$ cat src/rtl/instruction_fetch_hc_if.sv
// Fetch-stage bundle: PC hookup, instruction-memory port and decode handoff.
interface instruction_fetch_hc_if #(
    parameter int unsigned ADDR_SIZE  = 16,
    parameter int unsigned INSTR_SIZE = 16
);
    logic                  fetch_en;
    logic                  flush;
    logic [ADDR_SIZE-1:0]  pc_value;
    logic                  pc_inc;
    logic                  mem_req;
    logic [ADDR_SIZE-1:0]  mem_addr;
    logic                  mem_gnt;
    logic                  mem_rvalid;
    logic [INSTR_SIZE-1:0] mem_rdata;
    logic                  instr_valid;
    logic [INSTR_SIZE-1:0] instr_data;
    logic [ADDR_SIZE-1:0]  instr_addr;
    logic                  instr_ready;

    // Fetch controller side
    modport master (
        input  fetch_en, flush, pc_value, mem_gnt, mem_rvalid, mem_rdata, instr_ready,
        output pc_inc, mem_req, mem_addr, instr_valid, instr_data, instr_addr
    );

    // Surrounding pipeline / memory side
    modport slave (
        output fetch_en, flush, pc_value, mem_gnt, mem_rvalid, mem_rdata, instr_ready,
        input  pc_inc, mem_req, mem_addr, instr_valid, instr_data, instr_addr
    );
endinterface

$ cat src/rtl/instruction_fetch_hc.sv
// Fetch controller: one outstanding read per PC value, holds the result for decode,
// and discards in-flight work on a redirect flush.
module instruction_fetch_hc #(
    parameter int unsigned ADDR_SIZE  = 16,
    parameter int unsigned INSTR_SIZE = 16
) (
    input  logic                   clock,
    input  logic                   reset_n,
    instruction_fetch_hc_if.master bus
);
    typedef enum logic [1:0] {
        IDLE = 2'd0,
        REQ  = 2'd1,
        WAIT = 2'd2,
        HOLD = 2'd3
    } state_t;

    state_t                state;
    logic                  drop;
    logic [ADDR_SIZE-1:0]  pend_addr;
    logic                  instr_valid_reg;
    logic [INSTR_SIZE-1:0] instr_data_reg;
    logic [ADDR_SIZE-1:0]  instr_addr_reg;
    logic                  grant_taken;

    // A request is only live in REQ without a flush; a grant counts only with fetching enabled
    assign grant_taken  = (state == REQ) && !bus.flush && bus.fetch_en && bus.mem_gnt;
    assign bus.mem_req  = (state == REQ) && !bus.flush;
    assign bus.pc_inc   = grant_taken;
    assign bus.mem_addr = bus.pc_value;

    assign bus.instr_valid = instr_valid_reg;
    assign bus.instr_data  = instr_data_reg;
    assign bus.instr_addr  = instr_addr_reg;

    // Fetch FSM with registered instruction output and stale-response drop flag
    always_ff @(posedge clock or negedge reset_n) begin
        if (!reset_n) begin
            state           <= IDLE;
            drop            <= 1'b0;
            pend_addr       <= '0;
            instr_valid_reg <= 1'b0;
            instr_data_reg  <= '0;
            instr_addr_reg  <= '0;
        end else begin
            case (state)
                IDLE: begin
                    if (bus.fetch_en) state <= REQ;
                end
                REQ: begin
                    if (grant_taken) begin
                        pend_addr <= bus.pc_value;
                        state     <= WAIT;
                    end else if (!bus.flush && !bus.fetch_en) begin
                        state <= IDLE;
                    end
                end
                WAIT: begin
                    if (bus.mem_rvalid) begin
                        if (drop || bus.flush) begin
                            drop  <= 1'b0;
                            state <= bus.fetch_en ? REQ : IDLE;
                        end else begin
                            instr_data_reg  <= bus.mem_rdata;
                            instr_addr_reg  <= pend_addr;
                            instr_valid_reg <= 1'b1;
                            state           <= HOLD;
                        end
                    end else if (bus.flush) begin
                        drop <= 1'b1;
                    end
                end
                HOLD: begin
                    // Flush wins over ready: the held instruction is simply discarded
                    if (bus.flush || bus.instr_ready) begin
                        instr_valid_reg <= 1'b0;
                        state           <= bus.fetch_en ? REQ : IDLE;
                    end
                end
                default: state <= IDLE;
            endcase
        end
    end
endmodule

$ cat src/flat_wrapper.sv
// flat-port wrapper written by rule: the top's interface ports become plain ports
module instruction_fetch_hc_flat 
#(
    parameter int unsigned ADDR_SIZE  = 16,
    parameter int unsigned INSTR_SIZE = 16
)
  (clock, reset_n, bus_fetch_en, bus_flush, bus_pc_value, bus_mem_gnt, bus_mem_rvalid, bus_mem_rdata, bus_instr_ready, bus_pc_inc, bus_mem_req, bus_mem_addr, bus_instr_valid, bus_instr_data, bus_instr_addr);
  instruction_fetch_hc_if #(.ADDR_SIZE(ADDR_SIZE), .INSTR_SIZE(INSTR_SIZE)) bus_i ();
  input  logic clock;
  input  logic reset_n;
  input wire logic [$bits(bus_i.fetch_en)-1:0] bus_fetch_en;
  input wire logic [$bits(bus_i.flush)-1:0] bus_flush;
  input wire logic [$bits(bus_i.pc_value)-1:0] bus_pc_value;
  input wire logic [$bits(bus_i.mem_gnt)-1:0] bus_mem_gnt;
  input wire logic [$bits(bus_i.mem_rvalid)-1:0] bus_mem_rvalid;
  input wire logic [$bits(bus_i.mem_rdata)-1:0] bus_mem_rdata;
  input wire logic [$bits(bus_i.instr_ready)-1:0] bus_instr_ready;
  output wire logic [$bits(bus_i.pc_inc)-1:0] bus_pc_inc;
  output wire logic [$bits(bus_i.mem_req)-1:0] bus_mem_req;
  output wire logic [$bits(bus_i.mem_addr)-1:0] bus_mem_addr;
  output wire logic [$bits(bus_i.instr_valid)-1:0] bus_instr_valid;
  output wire logic [$bits(bus_i.instr_data)-1:0] bus_instr_data;
  output wire logic [$bits(bus_i.instr_addr)-1:0] bus_instr_addr;
  assign bus_i.fetch_en = bus_fetch_en;
  assign bus_i.flush = bus_flush;
  assign bus_i.pc_value = bus_pc_value;
  assign bus_i.mem_gnt = bus_mem_gnt;
  assign bus_i.mem_rvalid = bus_mem_rvalid;
  assign bus_i.mem_rdata = bus_mem_rdata;
  assign bus_i.instr_ready = bus_instr_ready;
  assign bus_pc_inc = bus_i.pc_inc;
  assign bus_mem_req = bus_i.mem_req;
  assign bus_mem_addr = bus_i.mem_addr;
  assign bus_instr_valid = bus_i.instr_valid;
  assign bus_instr_data = bus_i.instr_data;
  assign bus_instr_addr = bus_i.instr_addr;
  instruction_fetch_hc #(.ADDR_SIZE(ADDR_SIZE), .INSTR_SIZE(INSTR_SIZE)) u_core (.clock(clock), .reset_n(reset_n), .bus(bus_i));
endmodule
$ cat config.mk
export PLATFORM = sky130hd
export DESIGN_NAME = instruction_fetch_hc_flat
export DESIGN_NICKNAME = d
export VERILOG_FILES = /design/src/rtl/instruction_fetch_hc_if.sv /design/src/rtl/instruction_fetch_hc.sv /design/src/flat_wrapper.sv
export SDC_FILE = /design/constraint.sdc
export NUM_CORES = 1
export LEC_CHECK = 0
export ABC_AREA = 1
export CELL_PAD_IN_SITES_DETAIL_PLACEMENT = 0
export CELL_PAD_IN_SITES_GLOBAL_PLACEMENT = 1
export CORE_MARGIN = 2
export CORE_UTILIZATION = 34
export CTS_BUF_LIST = sky130_fd_sc_hd__clkbuf_16
export CTS_CLUSTER_DIAMETER = 200
export DETAILED_ROUTE_END_ITERATION = 8
export PLACE_DENSITY = 0.92
export SLEW_MARGIN = 20
export SYNTH_ARGS = -nofsm -noshare
export SYNTH_HDL_FRONTEND = slang
export SYNTH_SLANG_ARGS = --single-unit
$ cat constraint.sdc
create_clock -name clock -period 4.3 [get_ports clock]
set_input_delay 1.29 -clock clock [delete_from_list [all_inputs] [get_ports clock]]
set_output_delay 1.29 -clock clock [all_outputs]
set_load 0.02 [all_outputs]
# Word level (Yosys, flattened, before mapping)

Cells that the tools add are included.

Flip-flop bits (word level): 52
Input bits: 39
Output and inout bits: 51
Word-level logic and storage cells: 47

Eq/ne operators: 9
Multiplexer cells: 15
Bitwise gates (word level): 1
Reduce and logical (&&, ||, !) cells: 16

Operators by type and width:

| cell                                                  | number |
|---|---|
| 2-to-1 mux 2 bit                                      | 6 |
| one-hot mux 2 bit (4 select lines)                    | 1 |
| AND reduction 4 bit                                   | 2 |
| 2-to-1 mux 1 bit                                      | 7 |
| inequality test 2 bit, second input constant          | 3 |
| AND reduction 3 bit                                   | 2 |
| equality test 2 bit, second input constant            | 2 |
| logical AND 1 bit                                     | 4 |
| inequality test 2 x 1 -> 1 bit, second input constant | 2 |
| nonzero test 2 bit                                    | 2 |
| inequality test 3 bit, second input constant          | 1 |
| equality test 2 x 1 -> 1 bit, second input constant   | 1 |
| logical NOT 1 bit                                     | 2 |
| logical NOT 2 bit                                     | 1 |
| logical OR 1 bit                                      | 2 |
| one-hot mux 1 bit (2 select lines)                    | 1 |
| AND reduction 2 bit                                   | 1 |
| NOT 1 bit                                             | 1 |

# Longest topological paths before layout

Gate-level depths: netlist of run 1.

Depth after elaboration: 6
Depth in mapped cells: 7
Gate-level depth less buffers: 7

# Worst setup path after synthesis of run 1

OpenSTA, ideal clock, no wires.

Path kind: input to output
Start: input port bus_flush
End: output port bus_pc_inc
Arrival time: 1.792 ns
Required time: 3.010 ns
Path slack: 1.218 ns
Cell stages on the path: 4
Buffers on the path: 1
Cells stage by stage: inv_1 nand4_4 clkinv_2 buf_6

Word-level cells in the longest chain between the ends: 4

Ends and longest elaborated chain:

| what                           | RTL line                   | RTL |
|---|---|---|
| start, declared                | flat_wrapper.sv:12         | `input wire logic [$bits(bus_i.flush)-1:0] bus_flush;` |
| logical NOT 1 bit              | instruction_fetch_hc.sv:27 | `assign grant_taken = (state == REQ) && !bus.flush && bus.fetch_en && bus.mem_gnt;` |
| logical AND 1 bit (3 in a row) | instruction_fetch_hc.sv:27 |  |
| end, declared                  | flat_wrapper.sv:18         | `output wire logic [$bits(bus_i.pc_inc)-1:0] bus_pc_inc;` |

Every way passes these cells.

# Worst setup path in the final report of run 1

Ends and elaborated chain as after synthesis.

==> summary.txt, run 1 <==
Worst setup path
  • CP Launch Type: input port
  • WP data arrival: 2.72 ns
  • Worst R2R Setup Slack: 2.34 ns
  • RR Endpoint: u_core.bus.instr_addr[8]
  • Kind of critical path: in -> out
  • Crit. End Element: output port
  • Reg-to-reg critical path startpoint: u_core.state[1]
  • Worst-case reg-to-reg path depth: 6
  • Crit path max fanout: 5
  • Worst path required time: 3.01 ns

Synth
  • Yosys warns: 0
  • Synth Cell Area: 2377 um^2
  • Synthesis-stage register bit count: 52
  • Yosys top cell area share: 54.74%
  • Part of the Yosys area used for sequential elements: 54.74%
  • Number of flops mapped to enable cells by yosys: 0
  • Syn Nets: 301
  • Post-synthesis async set-or-reset flop share: 100.0%
  • Most common cell in the netlist: nand2_1
  • Commonest cells in the netlist: 94 x nand2_1, 52 x dfrtp_1, 39 x inv_1
  • Synth top area cells: dfrtp_1 55%, nand2_1 15%, o21ai_2 8.5%, inv_1 6.2%, buf_4 5.1%
  • Syn Inst Count: 262
  • Synth Area per Inst: 9.074 um^2
  • Yosys top cell by area: dfrtp_1
  • Synth cell types: 20
  • Ys flop type: dfrtp_1

Floorplanning
  • Initial core utilization: 34.99%
  • Die area: 7677 um^2
  • Top Ports: 90
  • Core area: 6794 um^2
  • Die Y: 87.62 um
  • Die width: 87.62 um
  • # rows: 30

GRT
  • Vias in the first global route: 1762
  • GR Overflow Total: 0
  • Total GRT Usage: 12.39%
  • Largest net degree at the start of global routing: 34
  • Initial antenna violation count: 0
  • First-pass GRT wire length: 7721 um

Power
  • Pwr Density: 586.0 nW/um^2
  • Worst vdd ir: 0.0002426 V
  • Static Leak: 1.653 nW

Clock network
  • Post-cts sizing count: 0
  • TritonCTS clock tree: built
  • Postcts setup bufs: 0
  • Clk_lat worst skew: 0.28 ns
  • Clock buffer depth: 2
  • Clock buffer count from CTS: 5
  • Cts hold-fix bufs: 0
  • H-tree depth: 2
  • CTS clock-pin slew for the worst setup and hold paths: 0.06 ns
  • Clock sinks: 52
  • Root Buffer: clkbuf_16

Hold path
  • Min-Delay Path Class: reg -> reg
  • HP Start: u_core.bus.instr_addr[14]
  • Hold Path Sink: u_core.bus.instr_addr[14]
  • Min-Delay Path Depth: 2

Layout
  • N_diodes: 0
  • Final net count: 376
  • Synth-to-Final Area Change: 42.42%
  • Final Cell Area: 3386 um^2
  • # fillers: 647
  • Final Util: 49.83%
  • Share of layout cells above drive strength 1: 12.72%
  • Seq. cell area: 1301 um^2
  • Multi-input gate area: 709.4 um^2

STA
  • Achievable Freq: 0.2495 GHz
  • Least-Margin Pin Slew: 0.7512 ns
  • Final Max Slew Viols: 0
  • RSZ-0062 raised after global routing: false
  • Clk_skew: 0.009093 ns
  • Hold slack: 0.4799 ns
  • Final hold vios: 0
  • Setup TNS: 0 ns
  • Final setup violation count: 0
  • Fin crit period: 4.009 ns
  • Fin crit share: 93.22%
  • Slew HR: 49.86%

Flow run
  • MaxCap Viol Count: 0

Detailed routing
  • Via-to-Cell Ratio: 4.106
  • WL per Instance: 10.92 um
  • Initial DRC count: 69
  • WL final: 4741 um
  • Post-DRT Antenna Nets: 0
  • DRT Pass-1 Iters: 6
  • DRC Markers: 0
  • DR vias: 1782

Place
  • DP Area: 3218 um^2
  • Dpl hpwl: 3514 um
  • Port bufs: 89
  • Gp weighted congestion: 0.7893

Status
  • Status: completed
cells by family (layout without fill, tap and decap cells):
kind of cell	count (synthesis)	after routing	synth area share, %
flops	52	52	54.74
buf+inv	67	143	15.42
compound gates	36	36	11.32
simple gates	107	107	18.53
where the power goes:
group | leakage [nW] | switching [mW] | internal (mW) | total (mW)
sequential | 0.677 | 0.106 | 0.678 | 0.784
clock | 0.0798 | 0.167 | 0.273 | 0.441
combinational | 0.896 | 0.403 | 0.357 | 0.759
total | 1.65 | 0.676 | 1.31 | 1.98
final cells by class:
type,instances,share of cell area [%]
well taps,96,3.548
clock buffers,5,3.695
flip-flops and latches,52,38.43
clock inverters,3,1.256
repair buffers,93,27.42
multi-input cells,143,20.95
inverters,42,4.693
layer usage:
layer / vias up / global-route usage [%] / share of wire [%]
li1: 922 / - / -
met5: - / 0 / 0
met2: 48 / 22.18 / 50
met1: 810 / 15.62 / 45
met3: 2 / 2.356 / 4.0
met4: 0 / 2.517 / 0.65
stage by stage:
step	total power [mW]	setup WS, ns	instances
after floorplan	1.231	1.218	262
after global placement	1.539	0.3073	426
after detailed placement	1.563	0.2900	426
after CTS	2.011	0.2818	434
after global routing	2.121	0.2066	434
final	1.984	0.2915	434
critical path, cell delays in order:
cell and delay [ns]:
clkdlybuf4s50_1 0.48, inv_1 0.14, nand4_4 0.12, clkinv_2 0.07, clkdlybuf4s50_1 0.61
cells in the final DEF (no fill, tap or decap):
master           count
clkbuf_16            5
a21oi_1              2
o21ai_0              1
bufinv_16            1
nand3_1              4
o21ai_1              9
clkinvlp_4           1
buf_12               1
o211ai_1             1
buf_4                3
o21ai_2             23
dfrtp_1             52
nor2_2               1
nor2_1               5
nor2_4               1
inv_1               39
inv_2                2
clkdlybuf4s50_1     88
clkinv_2             2
nand3_2              1
buf_2                1
nand4_4              1
nand2_1             94
how the worst max path moves through the flow:
stage,from,to,cells past startpoint
after CTS,bus_flush,bus_pc_inc,5
after global routing,bus_flush,bus_pc_inc,5
final,bus_flush,bus_pc_inc,5
after floorplan,bus_flush,bus_pc_inc,4
after global placement,bus_flush,bus_pc_inc,5
after detailed placement,bus_flush,bus_pc_inc,5
No activity file was read; power rests on OpenSTA's default activity.
==> run 2: changes to the inputs <==
Settings changed: ABC_AREA 1 to default, CORE_UTILIZATION 34 to 37.
==> summary.txt, run 2 <==
STA
  • Clk_skew: 0.005765 ns (-0.003327 ns)
  • Setup TNS: 0 ns (unchanged)
  • Achievable Freq: 0.2464 GHz (-1.2%)
  • Final Max Slew Viols: 0 (unchanged)
  • Final Worst Setup Slack: 0.2415 ns (-0.04992 ns)
  • Least-Margin Pin Slew: 0.6227 ns (-0.1285 ns)
  • Final hold vios: 0 (unchanged)
  • Slew HR: 58.49% (+8.6 points)
  • Fin crit period: 4.058 ns (+0.04992 ns)
  • Fin crit share: 94.38% (+1.2 points)
  • RSZ-0062 raised after global routing: false
  • Final setup violation count: 0 (unchanged)

Synth
  • Syn Inst Count: 141 (-46%)
  • Part of the Yosys area used for sequential elements: 55.94% (+1.2 points)
  • Synth Area per Inst: 16.50 um^2 (+82%)
  • Yosys top cell by area: dfrtp_1
  • Most common cell in the netlist: dfrtp_1
  • Synth top area cells: dfrtp_1 56%, mux2_4 24%, mux2_2 5.3%, buf_4 5.2%, buf_12 2.6%
  • Yosys top cell area share: 55.94% (+1.2 points)
  • Number of flops mapped to enable cells by yosys: 0 (unchanged)
  • Yosys warns: 0 (unchanged)
  • Synthesis-stage register bit count: 52 (unchanged)
  • Ys flop type: dfrtp_1
  • Commonest cells in the netlist: 52 x dfrtp_1, 37 x mux2_4, 16 x buf_4
  • Post-synthesis async set-or-reset flop share: 100.0% (unchanged)
  • Syn Nets: 180 (-40%)
  • Synth cell types: 21 (+5.0%)
  • Synth Cell Area: 2326 um^2 (-2.2%)

Floorplanning
  • Core area: 5991 um^2 (-12%)
  • Die area: 6936 um^2 (-9.7%)
  • Die width: 83.29 um (-4.9%)
  • Die Y: 83.29 um (-4.9%)
  • Top Ports: 90 (unchanged)
  • # rows: 28 (-6.7%)
  • Initial core utilization: 38.83% (+3.8 points)

Clock network
  • Clk_lat worst skew: 0.28 ns (about the same)
  • Postcts setup bufs: 0 (unchanged)
  • Cts hold-fix bufs: 0 (unchanged)
  • Clock sinks: 52 (unchanged)
  • TritonCTS clock tree: built
  • H-tree depth: 2 (unchanged)
  • Clock buffer depth: 2 (unchanged)
  • Clock buffer count from CTS: 5 (unchanged)
  • Root Buffer: clkbuf_16
  • CTS clock-pin slew for the worst setup and hold paths: 0.06 ns (about the same)
  • Post-cts sizing count: 0 (unchanged)

Status
  • Status: completed

Worst setup path
  • Kind of critical path: in -> out
  • WP data arrival: 2.77 ns (+0.05 ns)
  • Worst path required time: 3.01 ns (about the same)
  • Peak per-stage delay on the critical path: 0.59 ns (-0.02 ns)
  • CP Launch Type: input port
  • Crit path max-delay cell type: clkdlybuf4s50_1
  • Crit. End Element: output port
  • Worst path bufs/invs: 3 (-1)
  • Cell repeated most along the worst path: clkdlybuf4s50_1
  • Top Family by Delay on Critical Path: buffers and inverters
  • Cell Chain, Critical Path: clkdlybuf4s50_1, and4bb_4, nand2_4, inv_1, clkdlybuf4s50_1
  • Crit path max fanout: 2 (-3)

Place
  • Cells after DPL: 287 (-33%)
  • Pre-CTS WS: 0.2263 ns (-0.06366 ns)
  • DP Area: 3122 um^2 (-3.0%)
  • Gp weighted congestion: 0.7670 (-2.8%)
  • Port bufs: 89 (unchanged)
  • Dpl hpwl: 3129 um (-11%)

GRT
  • Gr busiest metal: met2
  • First-pass GRT wire length: 7458 um (-3.4%)
  • Total GRT Usage: 13.23% (+0.83 points)
  • Vias in the first global route: 1493 (-15%)
  • Met2 usage: 21.11% (-1.1 points)
  • Met3 usage: 3.380% (+1.0 points)
  • Largest net degree at the start of global routing: 34 (unchanged)
  • Initial antenna violation count: 0 (unchanged)
  • GR Overflow Total: 0 (unchanged)
  • Met1 Usage GRT: 17.92% (+2.3 points)

Detailed routing
  • WL per Instance: 14.90 um (+36%)
  • WL final: 4396 um (-7.3%)
  • Post-DRT Antenna Nets: 0 (unchanged)
  • DRC Markers: 0 (unchanged)
  • DR vias: 1376 (-23%)
  • DRT Pass-1 Iters: 4 (-2)
  • Via-to-Cell Ratio: 4.664 (+14%)
  • Initial DRC count: 28 (-59%)

Layout
  • Share of layout cells above drive strength 1: 28.64% (+16 points)
  • Seq. cell area: 1301 um^2 (unchanged)
  • Multi-input gate area: 807.0 um^2 (+14%)
  • Final net count: 258 (-31%)
  • Final Cell Area: 3286 um^2 (-3.0%)
  • Synth-to-Final Area Change: 41.26%
  • Most frequent cells in the layout: 88 x clkdlybuf4s50_1, 52 x dfrtp_1, 37 x mux2_4, 11 x mux2_2, 5 x clkbuf_16
  • # fillers: 491 (-24%)
  • Layout Cells excl Fill: 295 (-32%)
  • N_diodes: 0 (unchanged)
  • Commonest non-fill, non-tap cell in the layout: clkdlybuf4s50_1

Power
  • Pwr Density: 607.8 nW/um^2 (+3.7%)
  • Static Leak: 1.482 nW (-10%)
  • Tot Pwr: 1.997 mW (+0.66%)
  • Worst vdd ir: 0.0003042 V (+25%)

Hold path
  • Min-Delay Path Class: reg -> reg

Flow run
  • MaxCap Viol Count: 0 (unchanged)
[run 2: logic make-up (layout without fill, tap and decap cells)]
family / count (synthesis) / in the layout / synth area share [%]
flops: 52 / 52 / 55.94
mux: 48 / 48 / 29.21
buf+inv: 24 / 103 / 9.360
simple gates: 9 / 9 / 3.335
compound gates: 8 / 8 / 2.152
[run 2: per-layer routing]
metal,share of wire (%),up-vias
li1,-,626
met1,47,692
met2,46,56
met3,6.5,2
met4,0.23,0
met5,0,-
[run 2: final timing paths]
check	start	to	slack, ns	cells after the start
min reg2reg	u_core.pend_addr[6]	u_core.bus.instr_addr[6]	0.51	1
min	u_core.pend_addr[6]	u_core.bus.instr_addr[6]	0.51	1
min in group asynchronous	reset_n	u_core.bus.instr_data[11]	0.99	1
max	bus_flush	bus_pc_inc	0.24	5
max reg2reg	u_core.state[1]	u_core.bus.instr_addr[14]	2.50	3
max in group asynchronous	reset_n	u_core.bus.instr_data[8]	2.53	2
[run 2: power breakdown]
part | switching, mW | leakage [nW] | total, mW | internal, mW
clock | 0.163 | 0.0850 | 0.435 | 0.271
sequential | 0.112 | 0.666 | 0.799 | 0.687
combinational | 0.296 | 0.731 | 0.763 | 0.467
total | 0.571 | 1.48 | 2.00 | 1.43
[run 2: cell type report]
type / count / area share [%]
sequential: 52 / 39.60
multi-input combinational: 65 / 24.56
timing repair buffer: 92 / 27.65
tap: 75 / 2.856
inverter: 3 / 0.3427
clock inverter: 3 / 1.181
clock buffer: 5 / 3.808
[run 2: stage by stage]
step | hold slack, ns | utilization (%)
after floorplan | 0.4757 | -
after global placement | 0.4807 | 52.11
after detailed placement | 0.4916 | 52.11
after CTS | 0.5081 | 54.85
after global routing | 0.5228 | 54.85
final | 0.5068 | 54.85
==> run 3: changes to the inputs <==
Settings changed: TNS_END_PERCENT from default to 1.
==> results of run 3 <==
No change in the layout: final DEF, timing and power equal those of run 2.
